## config.mk

```make
export PLATFORM = sky130hd
export DESIGN_NAME = gray_counter
export DESIGN_NICKNAME = d
export VERILOG_FILES = /design/src/rtl/gray_pkg.sv /design/src/rtl/gray_step.sv /design/src/rtl/gray_counter.sv
export SDC_FILE = /design/constraint.sdc
export NUM_CORES = 1
export LEC_CHECK = 0
export BUFFER_PORTS_ARGS = -buffer_cell sky130_fd_sc_hd__buf_2
export CAP_MARGIN = 20
export CORE_UTILIZATION = 32
export DETAILED_ROUTE_END_ITERATION = 8
export GPL_TIMING_DRIVEN = 0
export PLACE_DENSITY_LB_ADDON = 0.15
export SYNTH_ARGS = -nofsm -noshare
export SYNTH_HDL_FRONTEND = slang
export SYNTH_SLANG_ARGS = --single-unit
```

## constraint.sdc

```tcl
create_clock -name clk -period 2.2 [get_ports clk]
set_clock_uncertainty 0.05 [all_clocks]
set_input_delay 0.44 -clock clk [delete_from_list [all_inputs] [get_ports clk]]
set_output_delay 0.44 -clock clk [all_outputs]
set_load 0.01 [all_outputs]
```

## src/rtl/gray_pkg.sv

```systemverilog
// Shared Gray/binary conversion helpers for the Gray counter slice.
// Functions work on a zero-extended MAX_W-bit word, so any WIDTH up to MAX_W converts correctly.
package gray_pkg;

  localparam int MAX_W = 32;

  function automatic logic [MAX_W-1:0] bin2gray(input logic [MAX_W-1:0] b);
    return b ^ (b >> 1);
  endfunction

  // Prefix XOR from the MSB down; the zero upper bits leave the low WIDTH bits exact.
  function automatic logic [MAX_W-1:0] gray2bin(input logic [MAX_W-1:0] g);
    logic [MAX_W-1:0] b;
    b[MAX_W-1] = g[MAX_W-1];
    for (int i = MAX_W - 2; i >= 0; i--) begin
      b[i] = b[i+1] ^ g[i];
    end
    return b;
  endfunction

endpackage

```

## src/rtl/gray_step.sv

```systemverilog
// Combinational next-state logic for the Gray counter: load > count > hold.
module gray_step
  import gray_pkg::*;
#(
  parameter int WIDTH = 4
) (
  input  logic [WIDTH-1:0] bin,
  input  logic             en,
  input  logic             up_dn,
  input  logic             load,
  input  logic [WIDTH-1:0] load_gray,
  output logic [WIDTH-1:0] bin_next,
  output logic [WIDTH-1:0] gray_next,
  output logic             wrap_next
);

  localparam logic [WIDTH-1:0] MAX_BIN = '1;
  localparam logic [WIDTH-1:0] ONE     = WIDTH'(1);

  always_comb begin
    bin_next  = bin;
    wrap_next = 1'b0;
    if (load) begin
      bin_next = WIDTH'(gray2bin(MAX_W'(load_gray)));
    end else if (en) begin
      if (up_dn) begin
        bin_next  = bin + ONE;
        wrap_next = (bin == MAX_BIN);
      end else begin
        bin_next  = bin - ONE;
        wrap_next = (bin == '0);
      end
    end
    gray_next = WIDTH'(bin2gray(MAX_W'(bin_next)));
  end

endmodule

```

## src/rtl/gray_counter.sv

```systemverilog
// Up/down Gray counter with Gray-coded load; binary and Gray images are registered together.
module gray_counter
  import gray_pkg::*;
#(
  parameter int WIDTH   = 4,
  parameter int RST_BIN = 0
) (
  input  logic             clk,
  input  logic             rst_n,
  input  logic             en,
  input  logic             up_dn,
  input  logic             load,
  input  logic [WIDTH-1:0] load_gray,
  output logic [WIDTH-1:0] gray_out,
  output logic [WIDTH-1:0] bin_out,
  output logic             wrap
);

  localparam logic [WIDTH-1:0] RST_B = WIDTH'(RST_BIN);
  localparam logic [WIDTH-1:0] RST_G = WIDTH'(bin2gray(MAX_W'(RST_BIN)));

  logic [WIDTH-1:0] bin_next;
  logic [WIDTH-1:0] gray_next;
  logic             wrap_next;

  gray_step #(.WIDTH(WIDTH)) u_step (
    .bin       (bin_out),
    .en        (en),
    .up_dn     (up_dn),
    .load      (load),
    .load_gray (load_gray),
    .bin_next  (bin_next),
    .gray_next (gray_next),
    .wrap_next (wrap_next)
  );

  // Output stage: Gray image is registered, never decoded from bin_out.
  always_ff @(posedge clk or negedge rst_n) begin
    if (!rst_n) begin
      bin_out  <= RST_B;
      gray_out <= RST_G;
      wrap     <= 1'b0;
    end else begin
      bin_out  <= bin_next;
      gray_out <= gray_next;
      wrap     <= wrap_next;
    end
  end

endmodule
```

==> qor.csv <==
stage,metric,value,unit
route,drtPass1Iterations,6,
worst_setup_path,reg2reg_depth,6,
worst_setup_path,start_kind,flip-flop,
outcome,violations,design-rule violations,
route,remaining_drc_errors,2,
worst_setup_path,path_class,flip-flop to flip-flop,
worst_setup_path,cp.arrival,2.02,ns
worst_setup_path,cp_max_fo,7,
clock_tree,cts_tree,done,
power_and_ir_drop,pwr-share-comb,0.419,
synth,synth_top_cells_by_count,"8 x dfrtp_1, 4 x a21oi_1, 4 x xor2_1",
power_and_ir_drop,swShare,0.354,
route,vias_per_cell,4.99,
synth,synth.area.top_cells,"dfrtp_1 36%, xor2_1 6.3%, xnor2_1 4.8%",
worst_setup_path,crit_required,2.32,ns
worst_setup_path,critPathCapture,gray_out[1]$_DFF_PN0_,
outcome,status,"finished, violations left",
synth,yosysTopAreaCell,dfrtp_1,
die,initial_utilization,0.355,
timing,min_period,1.90,ns
timing,slew_viol_final,0,
final_layout,final_nets,88,
worst_setup_path,cp_cell_sequence,inv_1 > fa_1 > xnor2_1 > mux2i_1 > o21ai_1 > xor2_1,
clock_tree,cts_sinks,8,
timing,rsz0062_at_grt,false,
timing,slew_headroom,0.760,
place,place_inst,86,
synth,synthDominantCellAreaShare,0.362,
power_and_ir_drop,clock_power_share,0.197,
die,die_x,43.6,microns
die,die_height,43.6,microns
timing,worst_slew_pin_slew,0.358,ns
synth,ys_warn_count,0,
clock_tree,path_clk_slew,0.05,ns
worst_setup_path,max_stage_delay,0.46,ns
final_layout,n_fill_cell,152,
timing,setup_viol,0,
worst_setup_path,r2r_slack,0.30,ns
route,via_count,449,
worst_hold_path,worstHoldPathType,primary input to flip-flop,
synth,synth_cells,54,
worst_setup_path,worst-path-buf-inv,1,
timing,fmax,526,MHz
timing,hold_viol,0,
clock_tree,cts_inserted_buffers,3,
die,core_area,0.00156,sq mm
place,place_ws,0.158,ns
final_layout,drive_gt1_frac,0.324,
synth,synth_seq_cells,8,
synth,ys_seq_area_frac,0.362,
synth,synthFlopType,dfrtp_1,
synth,synth_cell_types,32,
power_and_ir_drop,p_switching,198,uW
final_layout,area_growth,24.0,%
final_layout,fin_area,686,sq um
worst_setup_path,cp_slowest_cell,dfrtp_1,
final_layout,instances_no_fill,90,
grt,grt_use_total,0.133,
final_layout,multi_input_area,319,sq um
route,drt_iter0_drc,8,
worst_setup_path,worstSetupStartpoint,bin_out[0]$_DFF_PN0_,
clock_tree,cts_buffer_depth,2,
synth,syn_area,553,sq um
synth,synth_edf_count,0,
clock_tree,cts_resized,0,
place,portBuffers,16,
timing,setup_ws,0.300,ns
clock_tree,htreeDepth,1,
grt,antenna_found_initial,0,
clock_tree,clk-insertion-delay-late,0.25,ns
route,wl_per_cell,11.7,microns
worst_setup_path,endpoint_kind,flip-flop,
synth,async_reset_ff_frac,1.00,
die,dieArea,0.00190,sq mm
grt,globalRouteOverflowTotal,0,
final_layout,seq_area,200,sq um
die,rows,14,
power_and_ir_drop,p_seq_frac,0.384,
synth,syn_nets,66,
timing,fin_setup_tns,0,ns
route,wl,1060,microns
timing,finalCritPeriodShare,0.864,
grt,grt_max_degree,11,
job,maxCapViolations,0,
power_and_ir_drop,p_per_area,817,mW/mm^2
place,hpwlAfterDp,845,microns
final_layout,antenna_cells,0,
die,io_pins,18,
power_and_ir_drop,max-vdd-ir-drop,227,uV
clock_tree,cts_root_buf,clkbuf_4,
power_and_ir_drop,p_leak,0.000330,uW
route,postRouteAntennaNets,0,
worst_setup_path,cp_top_family,flip-flops,
worst_setup_path,r2r_start,bin_out[0]$_DFF_PN0_,
worst_setup_path,cp.depth,6,
synth,avgSynthCellArea,10.2,sq um
power_and_ir_drop,p_int,362,uW
place,place.gp.congestion,0.725,
synth,synth.most_common_cell,dfrtp_1,
place,placed_area,653,sq um
grt,grt_pass1_vias,430,
grt,grt_pass1_wl,1810,microns
worst_setup_path,r2r_end,gray_out[1]$_DFF_PN0_,
area by class of cell:
cell class	count	share of cell area
multi-input combinational	40	0.465
sequential	8	0.292
timing repair buffer	17	0.131
clock buffer	3	0.0328
buffer	3	0.0328
tap	16	0.0292
inverter	3	0.0164
cells by family after synthesis:
group | synth area share
flops | 0.362
fa+ha+maj | 0.0814
buf+inv | 0.0611
compound gates | 0.138
simple gates | 0.199
xor+xnor | 0.140
mux | 0.0181
how the worst min path moves through the flow:
| stage | from | to | slack (ns) | cells after the start |
|---|---|---|---|---|
| finish | load_gray[0] | gray_out[0]$_DFF_PN0_ | 0.38 | 3 |
| global route | load_gray[0] | gray_out[0]$_DFF_PN0_ | 0.41 | 3 |
| CTS | load_gray[0] | gray_out[0]$_DFF_PN0_ | 0.38 | 3 |
| detailed placement | rst_n | gray_out[2]$_DFF_PN0_ | 0.24 | 1 |
| global placement | rst_n | gray_out[2]$_DFF_PN0_ | 0.23 | 1 |
| floorplan | rst_n | bin_out[0]$_DFF_PN0_ | 0.09 | 0 |
metal layers:
metal  part of all wire  GRT usage  vias to the layer above  wire length, microns
met5                  0          0                        -                     0
met4              0.016     0.0750                        0                    17
met3              0.039     0.0250                        2                    41
met2               0.48      0.221                       15                   503
met1               0.47      0.160                      198                   494
li1                   -          -                      234                     -
timing repair:
action / CTS / global route
endpoints found under the setup margin: 0 / 0
hold endpoints to repair: 8 / 0
hold buffers: 1 / 0
setup buffers: 0 / 0
power groups by stage:
stage | combinational, uW | sequential, uW | clock (uW)
finish | 235 | 215 | 110
global route | 264 | 222 | 122
CTS | 238 | 216 | 114
detailed placement | 237 | 218 | 0
global placement | 233 | 219 | 0
floorplan | 143 | 232 | 0
sequential cells by signal, indices dropped and copies added, names as in the netlist:
signal,count
bin_out,4
gray_out,3
wrap,1
cell usage in the layout, fill, tap and decap left out, types with 2 or more instances in the layout:
master	instances
nor3b_1	2
clkbuf_4	3
inv_1	3
a21oi_1	4
nor2_1	3
nand2_1	2
dfrtp_1	8
ha_1	2
xor2_1	4
buf_2	16
xnor2_1	3
per-stage QoR:
stage	hold slack (ns)	power, uW	util
2_1_floorplan	0.0944	375	-
3_3_place_gp	0.234	452	0.419
3_5_place_dp	0.236	456	0.419
4_1_cts	0.378	568	0.440
5_1_grt	0.413	608	0.440
6_report	0.378	560	0.440
tightest hold or removal path, cell delays in order:
cell and delay, ns:
buf_2 0.09, nand2_1 0.05, o21ai_0 0.06
Note: power is estimated with default switching activity, not from simulation.
